[src/rtl/cbs_pkg.sv]
// Shared widths and the writer FSM state type for the convolution-result path.
package cbs_pkg;
    localparam int CBS_DATA_W     = 19;
    localparam int CBS_IDX_W      = 15;
    localparam int CBS_OUT_W      = 16;
    localparam int CBS_ADDR_W     = 16;
    localparam int CBS_MAP_W      = 224;
    localparam int CBS_MAP_H      = 224;
    localparam int RES_FIFO_DEPTH = 4;

    typedef enum logic [1:0] {
        IDLE    = 2'd0,
        COLLECT = 2'd1,
        DRAIN   = 2'd2,
        DONE    = 2'd3
    } wr_state_e;
endpackage

[src/rtl/fmap_result_writer_if.sv]
// Result-in / memory-write bundle of fmap_result_writer; master drives results and
// memory ready, slave (the writer) drives the memory write and status side.
interface fmap_result_writer_if import cbs_pkg::*; #(
    parameter int DATA_W = CBS_DATA_W,
    parameter int IDX_W  = CBS_IDX_W,
    parameter int OUT_W  = CBS_OUT_W,
    parameter int ADDR_W = CBS_ADDR_W
);
    logic                     res_valid;
    logic signed [DATA_W-1:0] res_data;
    logic [IDX_W-1:0]         res_row;
    logic [IDX_W-1:0]         res_col;
    logic                     mem_ready;
    logic                     mem_we;
    logic [ADDR_W-1:0]        mem_addr;
    logic [OUT_W-1:0]         mem_wdata;
    logic                     frame_done;
    logic                     ovf_err;
    logic                     seq_err;
    logic [ADDR_W:0]          wr_count;

    modport master (
        output res_valid, res_data, res_row, res_col, mem_ready,
        input  mem_we, mem_addr, mem_wdata, frame_done, ovf_err, seq_err, wr_count
    );
    modport slave (
        input  res_valid, res_data, res_row, res_col, mem_ready,
        output mem_we, mem_addr, mem_wdata, frame_done, ovf_err, seq_err, wr_count
    );
endinterface

[src/rtl/result_fifo.sv]
// Small register FIFO for {addr, word} entries; push is accepted when full only if a pop
// happens in the same cycle.
module result_fifo import cbs_pkg::*; #(
    parameter int WIDTH = 32,
    parameter int DEPTH = RES_FIFO_DEPTH
) (
    input  logic             clk,
    input  logic             reset,
    input  logic             push_i,
    input  logic             pop_i,
    input  logic [WIDTH-1:0] wdata_i,
    output logic [WIDTH-1:0] rdata_o,
    output logic             full_o,
    output logic             empty_o,
    output logic             empty_next_o
);
    localparam int PTR_W = $clog2(DEPTH);
    localparam int CNT_W = PTR_W + 1;

    logic [WIDTH-1:0] mem_q [DEPTH];
    logic [PTR_W-1:0] wr_ptr_q, rd_ptr_q;
    logic [CNT_W-1:0] cnt_q, cnt_d;
    logic             push_ok, pop_ok;

    assign full_o       = (cnt_q == CNT_W'(DEPTH));
    assign empty_o      = (cnt_q == '0);
    assign pop_ok       = pop_i && !empty_o;
    assign push_ok      = push_i && (!full_o || pop_ok);
    assign cnt_d        = cnt_q + CNT_W'(push_ok) - CNT_W'(pop_ok);
    assign empty_next_o = (cnt_d == '0);
    assign rdata_o      = mem_q[rd_ptr_q];

    // Storage is cleared too so the memory-side outputs read zero out of reset.
    always_ff @(posedge clk) begin
        if (!reset) begin
            for (int i = 0; i < DEPTH; i++) mem_q[i] <= '0;
            wr_ptr_q <= '0;
            rd_ptr_q <= '0;
            cnt_q    <= '0;
        end else begin
            if (push_ok) begin
                mem_q[wr_ptr_q] <= wdata_i;
                wr_ptr_q        <= wr_ptr_q + PTR_W'(1);
            end
            if (pop_ok) rd_ptr_q <= rd_ptr_q + PTR_W'(1);
            cnt_q <= cnt_d;
        end
    end
endmodule

[src/rtl/fmap_result_writer.sv]
// Writes each convolution result into the feature-map memory at row*MAP_W+col, checks raster order.
// Build option: define RESULT_CLAMP_EN to saturate results to signed OUT_W instead of truncating.
module fmap_result_writer import cbs_pkg::*; #(
    parameter int DATA_W = CBS_DATA_W,
    parameter int IDX_W  = CBS_IDX_W,
    parameter int MAP_W  = CBS_MAP_W,
    parameter int MAP_H  = CBS_MAP_H,
    parameter int OUT_W  = CBS_OUT_W,
    parameter int ADDR_W = CBS_ADDR_W
) (
    input logic                 clk,
    input logic                 reset,
    fmap_result_writer_if.slave wr_if
);
`ifdef RESULT_CLAMP_EN
    localparam bit CLAMP = 1'b1;
`else
    localparam bit CLAMP = 1'b0;
`endif
    localparam logic signed [DATA_W-1:0] SAT_MAX  = DATA_W'((1 << (OUT_W - 1)) - 1);
    localparam logic signed [DATA_W-1:0] SAT_MIN  = ~SAT_MAX;
    localparam logic [IDX_W-1:0]         LAST_COL = IDX_W'(MAP_W - 1);
    localparam logic [IDX_W-1:0]         LAST_ROW = IDX_W'(MAP_H - 1);
    localparam int                       ENT_W    = ADDR_W + OUT_W;

    wr_state_e         state_q;
    logic [IDX_W-1:0]  exp_row_q, exp_col_q, nxt_row, nxt_col;
    logic              ovf_q, seq_q;
    logic [ADDR_W:0]   wr_count_q;
    logic              in_range, push, pop, is_last, seq_miss, sat_hi, sat_lo;
    logic [ADDR_W-1:0] push_addr;
    logic [OUT_W-1:0]  push_word;
    logic [ENT_W-1:0]  head;
    logic              fifo_full, fifo_empty, fifo_empty_next;

    assign in_range  = (32'(wr_if.res_row) < MAP_H) && (32'(wr_if.res_col) < MAP_W);
    assign push      = wr_if.res_valid && in_range;
    assign pop       = !fifo_empty && wr_if.mem_ready;
    assign push_addr = ADDR_W'(32'(wr_if.res_row) * 32'(MAP_W) + 32'(wr_if.res_col));
    assign is_last   = (wr_if.res_row == LAST_ROW) && (wr_if.res_col == LAST_COL);
    assign seq_miss  = (wr_if.res_row != exp_row_q) || (wr_if.res_col != exp_col_q);

    assign sat_hi    = CLAMP && (wr_if.res_data > SAT_MAX);
    assign sat_lo    = CLAMP && (wr_if.res_data < SAT_MIN);
    assign push_word = sat_hi ? SAT_MAX[OUT_W-1:0] :
                       sat_lo ? SAT_MIN[OUT_W-1:0] : wr_if.res_data[OUT_W-1:0];

    // Raster successor of the incoming index; the last pixel wraps to (0,0) for the next frame.
    always_comb begin
        nxt_row = wr_if.res_row;
        nxt_col = wr_if.res_col + IDX_W'(1);
        if (wr_if.res_col == LAST_COL) begin
            nxt_col = '0;
            nxt_row = (wr_if.res_row == LAST_ROW) ? '0 : wr_if.res_row + IDX_W'(1);
        end
    end

    result_fifo #(.WIDTH(ENT_W), .DEPTH(RES_FIFO_DEPTH)) u_fifo (
        .clk          (clk),
        .reset        (reset),
        .push_i       (push),
        .pop_i        (pop),
        .wdata_i      ({push_addr, push_word}),
        .rdata_o      (head),
        .full_o       (fifo_full),
        .empty_o      (fifo_empty),
        .empty_next_o (fifo_empty_next)
    );

    always_ff @(posedge clk) begin
        if (!reset) begin
            state_q    <= IDLE;
            exp_row_q  <= '0;
            exp_col_q  <= '0;
            ovf_q      <= 1'b0;
            seq_q      <= 1'b0;
            wr_count_q <= '0;
        end else begin
            if (wr_if.res_valid) begin
                if (!in_range) begin
                    seq_q <= 1'b1;
                end else begin
                    if (seq_miss) seq_q <= 1'b1;
                    exp_row_q <= nxt_row;
                    exp_col_q <= nxt_col;
                    if (fifo_full && !pop) ovf_q <= 1'b1;
                end
            end
            if (state_q == DONE)  wr_count_q <= '0;
            else if (pop)         wr_count_q <= wr_count_q + 1'b1;
            case (state_q)
                IDLE:    if (push) state_q <= is_last ? DRAIN : COLLECT;
                COLLECT: if (push && is_last) state_q <= DRAIN;
                DRAIN:   if (fifo_empty_next) state_q <= DONE;
                DONE:    state_q <= IDLE;
                default: state_q <= IDLE;
            endcase
        end
    end

    assign wr_if.mem_we     = !fifo_empty;
    assign wr_if.mem_addr   = head[ENT_W-1:OUT_W];
    assign wr_if.mem_wdata  = head[OUT_W-1:0];
    assign wr_if.frame_done = (state_q == DONE);
    assign wr_if.ovf_err    = ovf_q;
    assign wr_if.seq_err    = seq_q;
    assign wr_if.wr_count   = wr_count_q;
endmodule

[src/flat_wrapper.sv]
// flat-port wrapper written by rule: the top's interface ports become plain ports
module fmap_result_writer_flat import cbs_pkg::*;
#(
    parameter int DATA_W = CBS_DATA_W,
    parameter int IDX_W  = CBS_IDX_W,
    parameter int MAP_W  = CBS_MAP_W,
    parameter int MAP_H  = CBS_MAP_H,
    parameter int OUT_W  = CBS_OUT_W,
    parameter int ADDR_W = CBS_ADDR_W
)
  (clk, reset, wr_if_res_valid, wr_if_res_data, wr_if_res_row, wr_if_res_col, wr_if_mem_ready, wr_if_mem_we, wr_if_mem_addr, wr_if_mem_wdata, wr_if_frame_done, wr_if_ovf_err, wr_if_seq_err, wr_if_wr_count);
  fmap_result_writer_if #(.DATA_W(DATA_W), .IDX_W(IDX_W), .OUT_W(OUT_W), .ADDR_W(ADDR_W)) wr_if_i ();
  input logic clk;
  input logic reset;
  input wire logic [$bits(wr_if_i.res_valid)-1:0] wr_if_res_valid;
  input wire logic [$bits(wr_if_i.res_data)-1:0] wr_if_res_data;
  input wire logic [$bits(wr_if_i.res_row)-1:0] wr_if_res_row;
  input wire logic [$bits(wr_if_i.res_col)-1:0] wr_if_res_col;
  input wire logic [$bits(wr_if_i.mem_ready)-1:0] wr_if_mem_ready;
  output wire logic [$bits(wr_if_i.mem_we)-1:0] wr_if_mem_we;
  output wire logic [$bits(wr_if_i.mem_addr)-1:0] wr_if_mem_addr;
  output wire logic [$bits(wr_if_i.mem_wdata)-1:0] wr_if_mem_wdata;
  output wire logic [$bits(wr_if_i.frame_done)-1:0] wr_if_frame_done;
  output wire logic [$bits(wr_if_i.ovf_err)-1:0] wr_if_ovf_err;
  output wire logic [$bits(wr_if_i.seq_err)-1:0] wr_if_seq_err;
  output wire logic [$bits(wr_if_i.wr_count)-1:0] wr_if_wr_count;
  assign wr_if_i.res_valid = wr_if_res_valid;
  assign wr_if_i.res_data = wr_if_res_data;
  assign wr_if_i.res_row = wr_if_res_row;
  assign wr_if_i.res_col = wr_if_res_col;
  assign wr_if_i.mem_ready = wr_if_mem_ready;
  assign wr_if_mem_we = wr_if_i.mem_we;
  assign wr_if_mem_addr = wr_if_i.mem_addr;
  assign wr_if_mem_wdata = wr_if_i.mem_wdata;
  assign wr_if_frame_done = wr_if_i.frame_done;
  assign wr_if_ovf_err = wr_if_i.ovf_err;
  assign wr_if_seq_err = wr_if_i.seq_err;
  assign wr_if_wr_count = wr_if_i.wr_count;
  fmap_result_writer #(.DATA_W(DATA_W), .IDX_W(IDX_W), .MAP_W(MAP_W), .MAP_H(MAP_H), .OUT_W(OUT_W), .ADDR_W(ADDR_W)) u_core (.clk(clk), .reset(reset), .wr_if(wr_if_i));
endmodule
[config.mk]
export PLATFORM = sky130hd
export DESIGN_NAME = fmap_result_writer_flat
export DESIGN_NICKNAME = d
export VERILOG_FILES = /design/src/rtl/cbs_pkg.sv /design/src/rtl/fmap_result_writer_if.sv /design/src/rtl/result_fifo.sv /design/src/rtl/fmap_result_writer.sv /design/src/flat_wrapper.sv
export SDC_FILE = /design/constraint.sdc
export NUM_CORES = 1
export LEC_CHECK = 0
export CAP_MARGIN = 20
export CORE_MARGIN = 2
export CORE_UTILIZATION = 61
export DETAILED_ROUTE_END_ITERATION = 6
export PLACE_DENSITY = 0.85
export SYNTH_ARGS = -nofsm -noshare
export SYNTH_HDL_FRONTEND = slang
export SYNTH_SLANG_ARGS = --single-unit
[constraint.sdc]
create_clock -name clk -period 12.1 [get_ports clk]
set_clock_uncertainty 0.15 [all_clocks]
set_input_delay 2.42 -clock clk [delete_from_list [all_inputs] [get_ports clk]]
set_output_delay 2.42 -clock clk [all_outputs]
set_load 0.02 [all_outputs]
==> flow_metrics.tcl, run 1 <==
set metrics [dict create \
    status "finished clean" \
    dieWidth_um 130 \
    ys_warn_count 0 \
    period_needed_ns 6.68 \
    num_vias 6410 \
    syn_avg_cell_area_sq_um 12.2 \
    synth_ff_type "edfxtp_1" \
    crit_type "primary input to flop" \
    cts.sinks 188 \
    synth_nets 894 \
    power_density_mw_per_mm2 153 \
    first_global_vias 6612 \
    post-cts-setup-buffers 0 \
    syn_area_sq_mm 0.00963 \
    fmax_ghz 0.150 \
    finalWorstSetupSlack_ns 5.42 \
    ys_ff_latch 188 \
    cts.reportedPaths.clkPinSlew_ns 0.07 \
    htreeDepth 4 \
    period_share 0.552 \
    drv_slew 0 \
    gp_congestion 0.881 \
    synthArstFlopShare 0 \
    wl_per_cell_um 18.7 \
    synthTopCellsByArea "edfxtp_1 40%, dfxtp_1 12%, mux4_2 7.5%, and2_1 6.4%, ha_1 5.1%" \
    layout-drive-gt1-share 0.100 \
    die_y_um 130 \
    end_kind "flop" \
    clockBufferDepth 2 \
    clk_latency_ns 0.43 \
    synth-edff-count 128 \
    seq_area_frac_synth 0.524 \
    cp.arrival_ns 6.70 \
    cts_root_buffer "clkbuf_16" \
    cts-resized-gates 0 \
    io_buffers 102 \
    hpwl_um 14000 \
    final.setup.tns_ns 0 \
    start_util 0.629 \
    power.leakage_nw 4.31 \
    die-area_sq_mm 0.0168 \
    pin_count 106 \
    ir_drop_mv 0.129 \
    netlist_instances 791 \
    maxSlewHeadroom 0.400 \
    layout_commonest_cell "edfxtp_1" \
    grtUsageTotal 0.260 \
    drt_iter0_drc 405 \
    rsz0062_at_grt "false" \
    dr.pass1.iters 4 \
    overflow 0 \
    antenna_cells 0 \
    areaGrowthSynthToFinish_pct 17.9 \
    start_kind "primary input" \
    finalSetupViolations 0 \
    drc 0 \
    cts_tree "built" \
    fin_util 0.741 \
    fillerInstances 1016 \
    yosysUniqueCellTypes 57 \
    postCtsHoldBufs 0 \
    cts_buffers 17 \
    ant_nets 0 \
    vias_per_cell 5.79 \
    rows 45 \
    pre_cts_ws_ns 5.08 \
    final_cell_mix "128 x edfxtp_1, 102 x clkdlybuf4s50_1, 99 x and2_1" \
    totalWireLength_um 20700 \
    synth_top_area_share 0.399 \
    nets 986 \
    cap_violations 0 \
    hold_viol 0 \
    core_area_sq_mm 0.0153 \
    cp_max_fo 7 \
    hold_path_class "flop to flop" \
    grt_antenna_before_repair 0 \
    synth_area_leader_cell "edfxtp_1" \
    cp_data_required_time_ns 12.12 \
    grt_max_degree 55 \
    grt_pass1_wl_um 33300 \
    worst_pin_slew_ns 0.900 \
]
cells by family (layout without fill, tap and decap cells):
group,count (synthesis),count (layout),synth area share
AOI/OAI and AO/OA,61,61,0.0417
xor gates and xnor gates,81,81,0.0737
adders and majority gates,50,50,0.0736
buffers and inverters,54,159,0.0234
DFF,188,188,0.524
muxes,38,38,0.0812
and+or+nand+nor,319,319,0.182
synthesized netlist by cell type, drive strengths merged, types with 17 or more instances:
master / number
clkbuf: 26
xnor2: 32
ha: 39
nand2: 43
nor2: 71
xor2: 49
edfxtp: 128
dfxtp: 60
mux4: 32
and3: 18
nand3: 26
inv: 17
and2: 99
sequential cells by signal, indices dropped and copies added (netlist names), named ones only:
name and cells:
u_core.state_q 2, u_core.exp_col_q 15, u_core.u_fifo.rd_ptr_q 2, u_core.u_fifo.wr_ptr_q 2, u_core.u_fifo.cnt_q 3, u_core.wr_if.wr_count 17, u_core.wr_if.seq_err 1, u_core.exp_row_q 15
u_core.wr_if.ovf_err 1, u_core.u_fifo.mem_q 128
worst paths after layout:
path | start | to | slack (ns) | cells after the start
max | wr_if_res_row[3] | u_core.u_fifo.mem_q[3][31] | 5.42 | 15
min | u_core.wr_if.seq_err | u_core.wr_if.seq_err | 0.32 | 2
max reg2reg | u_core.u_fifo.cnt_q[0] | u_core.state_q[1] | 8.71 | 11
min reg2reg | u_core.wr_if.seq_err | u_core.wr_if.seq_err | 0.32 | 2
stage by stage:
step | std cells | power [mW] | area, sq um | hold slack (ns)
after floorplan | 791 | 1.07 | 9630 | 0.303
after global placement | 1075 | 1.23 | 10800 | 0.291
after detailed placement | 1075 | 1.24 | 10800 | 0.308
after CTS | 1107 | 1.74 | 11300 | 0.326
after global routing | 1107 | 1.81 | 11300 | 0.345
final | 1107 | 1.74 | 11300 | 0.323
power breakdown:
group / internal, mW / leakage (nW) / total, mW / switching (mW)
logic: 0.234 / 2.25 / 0.511 / 0.278
clock network: 0.263 / 0.253 / 0.506 / 0.243
registers: 0.710 / 1.81 / 0.723 / 0.0136
layer usage:
metal | routed length, um | track usage
met5 | 0 | 0
met4 | 578 | 0.106
met3 | 975 | 0.0446
met2 | 10700 | 0.457
met1 | 8500 | 0.320
worst max-delay path, cell delays in order:
cell and delay, ns:
clkdlybuf4s50_1 0.75, fa_1 0.55, ha_1 0.31, a21o_1 0.15
a21oi_1 0.22, o21ai_0 0.19, nor2_1 0.15, xnor2_1 0.09
ha_1 0.36, nand3_1 0.15, a2111oi_0 0.46, and3b_1 0.26
o21ai_0 0.30, xnor2_1 0.26, nor2_1 0.08
area by class of cell:
| cell class | instances | area [sq um] | share of cell area |
|---|---|---|---|
| clock inverter | 14 | 95.1 | 0.00838 |
| sequential | 188 | 5050 | 0.445 |
| multi-input combinational | 549 | 4370 | 0.385 |
| timing repair buffer | 110 | 1080 | 0.0953 |
| clock buffer | 18 | 429 | 0.0378 |
| tap | 211 | 264 | 0.0233 |
| inverter | 17 | 63.8 | 0.00562 |
No activity file was read; power rests on OpenSTA's default activity.
==> run 2: changes to the inputs <==
Settings changed: CORE_UTILIZATION 61 to 57, PLACE_DENSITY 0.85 to 0.81.
Clock period 12.1 ns to 6.2 ns, I/O delays scaled along.
==> run 2 against run 1 <==
Effect of this change: hold slack worse by 0.0051 ns; critical path depth is 1 lower; utilization is 5.0 points lower; sequential share of layout area is 0.30 points lower; routed wire length is 3.7% higher; critical path type unchanged; cell count is 1.3% higher.
==> flow_metrics.tcl, run 2 (same netlist as run 1, synthesis figures left out) <==
set metrics [dict create \
    status "finished clean" \
    hold_ws_ns 0.318 \
    cts.sinks 188 \
    end_kind "flop" \
    core_area_sq_mm 0.0165 \
    totalWireLength_um 21500 \
    path_cells "clkdlybuf4s50_1 -> fa_1 -> ha_1 -> fa_1 -> a21o_1 -> a21oi_1 -> xnor2_1 -> ha_1 -> nand3_1 -> a2111oi_0 -> and3b_1 -> o21ai_0 -> xnor2_1 -> nor2_1" \
    p_switching_mw 1.07 \
    clk_latency_ns 0.43 \
    ir_drop_mv 0.210 \
    layout-drive-gt1-share 0.107 \
    start_kind "primary input" \
    period_share 0.929 \
    regMostFlops "u_core.u_fifo.mem_q" \
    grt_max_degree 36 \
    nets 991 \
    crit_start "wr_if_res_row[2]" \
    grt_pass1_wl_um 34000 \
    final.setup.tns_ns 0 \
    layout_commonest_cell "edfxtp_1" \
    hold_viol 0 \
    rows 47 \
    postCtsHoldBufs 0 \
    stdcell_count 1121 \
    gp_congestion 0.953 \
    p_clk_frac 0.298 \
    cts.reportedPaths.clkPinSlew_ns 0.07 \
    cts_root_buffer "clkbuf_16" \
    dieWidth_um 134 \
    largest_reg_flops 128 \
    cts_tree "built" \
    hold_path_class "flop to flop" \
    grtUsageTotal 0.248 \
    areaGrowthSynthToFinish_pct 18.7 \
    finalSetupViolations 0 \
    vias_per_cell 5.75 \
    drc 0 \
    io_buffers 102 \
    grt_antenna_before_repair 0 \
    post-cts-setup-buffers 0 \
    cp_slowest_cell "a2111oi_0" \
    clockBufferDepth 2 \
    start_util 0.583 \
    cts-resized-gates 0 \
    first_global_vias 6631 \
    total_power_mw 3.44 \
    hpwl_um 14600 \
    intPower_mw 2.37 \
    grt_util_met1 0.309 \
    dr.pass1.iters 5 \
    drt_iter0_drc 514 \
    grt-busiest-layer "met2" \
    ant_nets 0 \
    rsz0062_at_grt "false" \
    cts_buffers 17 \
    antenna_cells 0 \
    rr_startpoint "u_core.u_fifo.cnt_q[0]" \
    cap_violations 0 \
    cp_max_fo 8 \
    crit_path_max_incr_delay_ns 0.75 \
    power_density_mw_per_mm2 301 \
    htreeDepth 4 \
    pwr-share-seq 0.410 \
    cp.arrival_ns 5.78 \
    p_sw_frac 0.310 \
    fmax_ghz 0.174 \
    die-area_sq_mm 0.0179 \
    pwr-share-comb 0.292 \
    reg2reg_depth 11 \
    cp-endpoint "u_core.u_fifo.mem_q[0][31]" \
    die_y_um 134 \
    power.leakage_nw 4.34 \
    timing.rr.end "u_core.state_q[0]" \
    worst_pin_slew_ns 0.995 \
    overflow 0 \
    wl_per_cell_um 19.2 \
    crit_type "primary input to flop" \
    r2r_slack_ns 2.83 \
    final_cell_mix "128 x edfxtp_1, 102 x clkdlybuf4s50_1, 99 x and2_1" \
    maxSlewHeadroom 0.335 \
    cp_data_required_time_ns 6.21 \
    grt_use_met3 0.0397 \
    period_needed_ns 5.76 \
    drv_slew 0 \
    dp.cells 1089 \
    pin_count 106 \
    use_met2 0.437 \
    num_vias 6450 \
]
run 2: cell types whose count changed in the layout (fill, tap and decap cells not counted), sizes merged:
| cell | change |
|---|---|
| buf | +5 |
| clkinv | -5 |
| clkinvlp | +2 |
| inv | +3 |
run 2: worst min-delay path by stage:
stage | from | end | slack [ns] | cells past startpoint
floorplan | u_core.exp_col_q[0] | u_core.exp_col_q[0] | 0.30 | 2
global placement | u_core.wr_if.seq_err | u_core.wr_if.seq_err | 0.29 | 2
detailed placement | u_core.wr_if.seq_err | u_core.wr_if.seq_err | 0.30 | 2
CTS | u_core.wr_if.seq_err | u_core.wr_if.seq_err | 0.32 | 2
global route | u_core.wr_if.ovf_err | u_core.wr_if.ovf_err | 0.34 | 1
finish | u_core.wr_if.seq_err | u_core.wr_if.seq_err | 0.32 | 2
run 2: layout make-up:
type                       instances  area, sq um
clock buffer                      18          429
sequential                       188         5050
multi-input combinational        549         4360
inverter                          17         63.8
tap                              220          275
fill                            1101         5100
timing repair buffer             115         1120
clock inverter                    14          130
run 2: worst max-delay path, delay by kind of cell:
family	cells	cell delay, ns
adders and majority gates	4	1.52
AOI/OAI and AO/OA	4	1.37
buffers and inverters	1	0.73
and+or+nand+nor	3	0.57
xor gates and xnor gates	2	0.35
run 2: routing by layer:
metal  routed length, um  part of all wire
met4                 488             0.023
met5                   0                 0
met2               11100              0.52
met3                1060             0.049
met1                8810              0.41
run 2: power by group through the flow:
stage | clock [mW] | combinational [mW] | sequential (mW)
after global placement | 0 | 0.967 | 1.43
after global routing | 1.09 | 1.08 | 1.41
after CTS | 1.04 | 1.01 | 1.41
final | 1.03 | 1.00 | 1.41
after detailed placement | 0 | 0.991 | 1.44
after floorplan | 0 | 0.660 | 1.44
run 2: stage by stage:
stage / util / setup slack [ns] / cell area [sq um]
after CTS: 0.691 / 0.541 / 11400
after detailed placement: 0.658 / 0.392 / 10900
final: 0.691 / 0.437 / 11400
after global routing: 0.691 / 0.342 / 11400
after global placement: 0.658 / 0.613 / 10900
after floorplan: - / 0.893 / 9630
